## src/rtl/priority_irq_encoder_if.sv

```systemverilog
// Request/acknowledge bus between interrupt sources, the priority encoder
// and its single sequential consumer.
interface priority_irq_encoder_if #(
  parameter int N    = 8,
  parameter int IDXW = 3
);
  logic [N-1:0]    req;
  logic [N-1:0]    mask;
  logic            ack;
  logic [IDXW-1:0] y;
  logic            valid;
  logic [N-1:0]    pending;

  // Sources and consumer side
  modport master (
    output req,
    output mask,
    output ack,
    input  y,
    input  valid,
    input  pending
  );

  // Encoder side
  modport slave (
    input  req,
    input  mask,
    input  ack,
    output y,
    output valid,
    output pending
  );
endinterface

```

## src/rtl/priority_irq_encoder.sv

```systemverilog
// Registered N-input priority encoder with sticky pending requests,
// per-line masking and a one-line-per-ack clear handshake.
module priority_irq_encoder #(
  parameter int N            = 8,
  parameter int IDXW         = 3,
  parameter int LOWEST_FIRST = 0
) (
  input logic                  clk,
  input logic                  rst,
  priority_irq_encoder_if.slave bus
);

  logic [N-1:0]    pending_r;
  logic [IDXW-1:0] y_r;
  logic            valid_r;

  logic [N-1:0]    clr_s;
  logic [N-1:0]    pend_nxt_s;
  logic [N-1:0]    sel_s;
  logic [IDXW-1:0] idx_s;

  // Clear only the presented line, and only when an ack meets a valid output
  always_comb begin
    clr_s = '0;
    if (bus.ack && valid_r) begin
      clr_s[y_r] = 1'b1;
    end else begin
      clr_s = '0;
    end
  end

  // New requests win over a same-cycle clear; masking only affects selection
  always_comb begin
    pend_nxt_s = (pending_r & ~clr_s) | bus.req;
    sel_s      = pend_nxt_s & ~bus.mask;
  end

  // Priority search over the eligible lines; the last match in scan order wins
  always_comb begin
    idx_s = '0;
    if (LOWEST_FIRST != 0) begin
      for (int i = N - 1; i >= 0; i--) begin
        if (sel_s[i]) begin
          idx_s = IDXW'(i);
        end else begin
          idx_s = idx_s;
        end
      end
    end else begin
      for (int i = 0; i < N; i++) begin
        if (sel_s[i]) begin
          idx_s = IDXW'(i);
        end else begin
          idx_s = idx_s;
        end
      end
    end
  end

  // State and output registers; reset discards everything captured so far
  always_ff @(posedge clk) begin
    if (rst) begin
      pending_r <= '0;
      y_r       <= '0;
      valid_r   <= 1'b0;
    end else begin
      pending_r <= pend_nxt_s;
      y_r       <= idx_s;
      valid_r   <= |sel_s;
    end
  end

  assign bus.pending = pending_r;
  assign bus.y       = y_r;
  assign bus.valid   = valid_r;

endmodule

```

## src/flat_wrapper.sv

```systemverilog
// flat-port wrapper written by rule: the top's interface ports become plain ports
module priority_irq_encoder_flat 
#(
  parameter int N            = 8,
  parameter int IDXW         = 3,
  parameter int LOWEST_FIRST = 0
)
  (clk, rst, bus_req, bus_mask, bus_ack, bus_y, bus_valid, bus_pending);
  priority_irq_encoder_if #(.N(N), .IDXW(IDXW)) bus_i ();
  input logic clk;
  input logic rst;
  input wire logic [$bits(bus_i.req)-1:0] bus_req;
  input wire logic [$bits(bus_i.mask)-1:0] bus_mask;
  input wire logic [$bits(bus_i.ack)-1:0] bus_ack;
  output wire logic [$bits(bus_i.y)-1:0] bus_y;
  output wire logic [$bits(bus_i.valid)-1:0] bus_valid;
  output wire logic [$bits(bus_i.pending)-1:0] bus_pending;
  assign bus_i.req = bus_req;
  assign bus_i.mask = bus_mask;
  assign bus_i.ack = bus_ack;
  assign bus_y = bus_i.y;
  assign bus_valid = bus_i.valid;
  assign bus_pending = bus_i.pending;
  priority_irq_encoder #(.N(N), .IDXW(IDXW), .LOWEST_FIRST(LOWEST_FIRST)) u_core (.clk(clk), .rst(rst), .bus(bus_i));
endmodule
```

## config.mk

```make
export PLATFORM = sky130hd
export DESIGN_NAME = priority_irq_encoder_flat
export DESIGN_NICKNAME = d
export VERILOG_FILES = /design/src/rtl/priority_irq_encoder_if.sv /design/src/rtl/priority_irq_encoder.sv /design/src/flat_wrapper.sv
export SDC_FILE = /design/constraint.sdc
export NUM_CORES = 1
export LEC_CHECK = 0
export BUFFER_PORTS_ARGS = -buffer_cell sky130_fd_sc_hd__buf_2
export CAP_MARGIN = 0
export CORE_MARGIN = 8
export CORE_UTILIZATION = 48
export CTS_CLUSTER_DIAMETER = 100
export DETAILED_ROUTE_END_ITERATION = 10
export PLACE_DENSITY_LB_ADDON = 0.08
export SETUP_SLACK_MARGIN = 0.05
export SLEW_MARGIN = 20
export SYNTH_ARGS = -nofsm -noshare
export SYNTH_HDL_FRONTEND = slang
export SYNTH_SLANG_ARGS = --single-unit
```

## constraint.sdc

```tcl
create_clock -name clk -period 3.4 [get_ports clk]
set_input_delay 0.34 -clock clk [delete_from_list [all_inputs] [get_ports clk]]
set_output_delay 0.34 -clock clk [all_outputs]
set_load 0.02 [all_outputs]
```

Yosys cells after proc, flatten, opt, wreduce, memory -nomap -nowiden
Index checks and enable logic that the tools add are counted.
{"block": "op_classes", "n_lt_le_gt_ge": 2, "muxes": 10, "bitwise": 5, "reduce_logical": 3}
{"operator": "$and A8 B8 Y8", "count": 2}
{"operator": "$not A8 Y8", "count": 2}
{"operator": "$mux W3", "count": 4}
{"operator": "$mux W8", "count": 1}
{"operator": "$or A8 B8 Y8", "count": 1}
{"operator": "$reduce_or A8 Y1", "count": 1}
{"operator": "$lt A3 B4 Y1 const B", "count": 1}
{"operator": "$mux W2", "count": 2}
{"operator": "$demux W1 S3", "count": 1}
{"operator": "$ge A3 B1 Y1 const B", "count": 1}
{"operator": "$logic_and A1 B1 Y1", "count": 2}
{"operator": "$mux W1", "count": 2}
{"block": "totals", "ff_bits": 12, "out_inout_bits": 12, "elab_cells": 23}

Logic depth before layout (Yosys ltp)
{"block": "logic_depth", "depth_word": 16, "mapped_depth": 5}

Worst setup path after synthesis
Ideal clock, no wire load.
{"block": "synth_timing", "kind": "register -> register", "start": "register u_core.y_r[2], in the netlist u_core.bus.y[2]", "end": "register u_core.y_r[0], in the netlist u_core.bus.y[0]", "setup_ps": 122, "t_arrival_ps": 1413, "setup_slack_ps": 1865, "path_stages_with_launch": 6, "path_buffers": 1, "period_less_slack_ps": 1535, "path_cell_list": "dfxtp_1 > and3b_1 > buf_6 > a311oi_2 > o41ai_1 > a221o_1"}
{"block": "synth_between", "elab_chain_cells": 16}
{"item": "from (decl)", "line_no": "priority_irq_encoder.sv:14", "text": "logic [IDXW-1:0] y_r;"}
{"item": "from (signal assigned)", "line_no": "priority_irq_encoder.sv:68", "text": "y_r <= idx_s;"}
{"item": "$lt A3 B4 Y1 (not written as such) or $ge A3 B1 Y1 (tied branches)", "line_no": "priority_irq_encoder.sv:26", "text": "clr_s[y_r] = 1'b1;"}
{"item": "$logic_and A1 B1 Y1 (not written as such)", "line_no": "priority_irq_encoder.sv:26"}
{"item": "$mux W1 (not written as such)", "line_no": "priority_irq_encoder.sv:26"}
{"item": "$demux W1 S3 *"}
{"item": "$mux W8 *", "line_no": "priority_irq_encoder.sv:25", "text": "if (bus.ack && valid_r) begin"}
{"item": "$not A8 Y8 *", "line_no": "priority_irq_encoder.sv:34", "text": "pend_nxt_s = (pending_r & ~clr_s) | bus.req;"}
{"item": "$and A8 B8 Y8 *", "line_no": "priority_irq_encoder.sv:34"}
{"item": "$or A8 B8 Y8 *", "line_no": "priority_irq_encoder.sv:34"}
{"item": "$and A8 B8 Y8 *", "line_no": "priority_irq_encoder.sv:35", "text": "sel_s = pend_nxt_s & ~bus.mask;"}
{"item": "$mux W1", "line_no": "priority_irq_encoder.sv:51", "text": "if (sel_s[i]) begin"}
{"item": "$mux W2 (2 in a row)", "line_no": "priority_irq_encoder.sv:51"}
{"item": "$mux W3 (3 in a row)", "line_no": "priority_irq_encoder.sv:51"}
{"item": "$mux W3 *", "line_no": "priority_irq_encoder.sv:51"}
Mark *: on every way between the ends. The rest lies on a longest branch, timed or not.
A chain may end at the register's enable or synchronous reset.

Worst setup path in the final report
{"block": "layout_timing", "start": "register u_core.y_r[0], in the netlist u_core.bus.y[0]", "end": "register u_core.y_r[0], in the netlist u_core.bus.y[0]"}
Same word-level chain as after synthesis.

==> results by group <==
Outcome
  • Status: finished, final reports clean

Floorplanning
  • Die Ht: 53.8 um
  • Std-Cell Rows: 13
  • Die area: 0.00290 mm2
  • Num ports: 31
  • Core area: 0.00132 mm2
  • Die width: 53.8 um
  • Initial Util: 52.1%

Power and ir drop
  • Power per cell area: 416 mW/mm2
  • Worst VDD drop: 0.000227 V
  • Leak Pwr: 0.398 nW

Worst setup path
  • Crit. End Element: register
  • CP arrival: 1.82 ns
  • Crit Path Class: reg2reg
  • Most Frequent Cell on Critical Path: nor3_1
  • Worst-path maximum fanout: 11
  • Slowest CP cell: dfxtp_1
  • CP required: 3.57 ns
  • CP startpoint kind: register
  • Crit-path cells: nor3_1 -> a211oi_1 -> nor3_1 -> a221o_1
  • Worst path max stage delay: 0.59 ns

Drt
  • DRT iter0 DRCs: 8
  • 1st-pass router iterations: 5
  • WL per Instance: 14.5 um
  • Via count: 701
  • Avg Vias per Cell: 5.75
  • # DRC: 0
  • Antenna-violating nets left: 0
  • Final WL: 1770 um

STA
  • Slew headroom: 71.5%
  • Clock Skew: 0.00144 ns
  • Final max-slew violation count: 0
  • Period utilization: 48.7%
  • RSZ-0062 raised after global routing: false
  • Total Neg Setup Slack: 0 ns
  • Fin. Hold Viols: 0
  • Final setup viols: 0
  • Tmin final: 1.66 ns
  • Highest clock rate: 604 MHz
  • Worst slew pin tran: 0.427 ns

Yosys
  • Fraction of registers with async set/reset: 0%
  • Seq cells post-synth: 12
  • Synth cell types: 29
  • Synth Area in Simple Gates: 28.4%
  • Syn_nets: 98
  • Synth Area in Compound Gates: 27.9%
  • Post-Synth Adder-Cell Area: 0%
  • Post-Syn Instances: 79
  • Post-synth top flop: dfxtp_1
  • Combinational family with the most area after synthesis: simple AND/OR/NAND/NOR gates
  • Mux contribution to synthesized area: 0%
  • Mapped Avg Cell Area: 8.70 um2
  • Synth warn: 0
  • Synth Area in XOR/XNOR: 0%
  • EDFF count, synth: 0
  • Synthesized area: 687 um2
  • Seq/Total Area, Yosys: 35.0%

Cells and area
  • Ant diodes: 0
  • Commonest non-fill, non-tap cell in the layout: buf_2
  • Post-layout net count: 128
  • Syn-to-layout area delta: 21.9%
  • Commonest cells after routing, fill and taps aside: 30 x buf_2, 15 x nor2_1, 12 x dfxtp_1, 6 x a21oi_1, 6 x a211oi_1
  • Post-route insts no fill: 122
  • Fillcell total: 124
  • Layout cells sized above 1: 36.4%

GRT
  • Met2 Resource Use GR: 22.0%
  • Largest net degree at the start of global routing: 14
  • Most used routing layer: met2
  • Number of global-route vias before repair: 712
  • GR Layer Usage met3: 5.51%
  • M1 GR Usage: 14.1%
  • All-Layer GR Usage: 13.3%
  • Initial antenna violation count: 0
  • First-pass GRT wire length: 2880 um
  • Grt ovf: 0

Clock network
  • Setup bufs post-CTS: 0
  • Num CTS Buffers: 3
  • Worst skew pair latency: 0.27 ns
  • Hold buffers post-CTS: 0
  • Clock sink count: 12
  • Clk slew on worst S/H paths: 0.08 ns
  • H-tree depth: 1
  • TritonCTS clock tree: yes
  • Cts repair resizes: 0
  • Root Buffer: clkbuf_4
  • Maximum clock insertion buffer count: 2

Placed design
  • I/O Buffers: 30
  • Inst Count DP: 119
  • Post-detail-place hpwl: 1380 um
  • Gp weighted congestion: 0.746

Job
  • Max-cap violations: 0

Worst hold path
  • Hold Path Class: in2reg
[worst paths after layout]
path                         start                    end  slack [ns]  cells past startpoint
max                u_core.bus.y[0]        u_core.bus.y[0]        1.74                      4
min                     bus_req[3]  u_core.bus.pending[3]        0.30                      3
max reg2reg        u_core.bus.y[0]        u_core.bus.y[0]        1.74                      4
min reg2reg  u_core.bus.pending[2]  u_core.bus.pending[2]        0.51                      2
[critical path, delay by kind of cell (launching register included)]
family / cells / cell delay (ns)
flops: 1 / 0.59
compound gates: 2 / 0.73
simple gates: 2 / 0.23
[logic make-up after synthesis]
kind of cell	Yosys count
AND/OR/NAND/NOR	35
flip-flops	12
AO/OA/AOI/OAI	22
buffers and inverters	10
[Yosys cell counts (2+ instances only)]
| cell type | number | area (um2) |
|---|---|---|
| nor2_1 | 15 | 56.3 |
| dfxtp_1 | 12 | 240 |
| a211oi_1 | 6 | 45.0 |
| a21oi_1 | 6 | 30.0 |
| inv_1 | 5 | 18.8 |
| nor3_1 | 5 | 25.0 |
| and3b_1 | 3 | 26.3 |
| nand2_1 | 3 | 11.3 |
| a211o_1 | 2 | 17.5 |
| buf_4 | 2 | 15.0 |
| buf_6 | 2 | 22.5 |
[state kept, by name, summed over array words and instances, names as in the netlist]
signal,cells
u_core.bus.pending,8
u_core.bus.valid,1
u_core.bus.y,3
[layout make-up]
cell class	count	area [um2]	area share [%]
Inverter	5	18.8	2.24
Sequential cell	12	240	28.7
Multi-Input combinational cell	57	387	46.2
Clock buffer	3	22.5	2.69
Timing Repair Buffer	30	150	17.9
Tap cell	15	18.8	2.24
[power breakdown]
group          switching (mW)  internal [mW]
Sequential             0.0143          0.153
Combinational          0.0538         0.0385
Clock                  0.0477         0.0410
[metrics by stage]
step / util, % / instance area (um2) / hold WS, ns / power [mW] / setup WS [ns]
after floorplan: - / 687 / 0.424 / 0.235 / 1.87
after global placement: 61.8 / 815 / 0.488 / 0.261 / 1.74
after detailed placement: 61.8 / 815 / 0.497 / 0.263 / 1.69
after CTS: 63.5 / 837 / 0.293 / 0.355 / 1.75
after global routing: 63.5 / 837 / 0.306 / 0.372 / 1.65
final: 63.5 / 837 / 0.301 / 0.348 / 1.74
[layer usage]
layer  wire, um  vias to the layer above
met5          0                        -
met2        856                       25
li1           -                      349
met1        728                      322
met4         28                        0
met3        151                        5
Power figures use the tool's default switching activity.
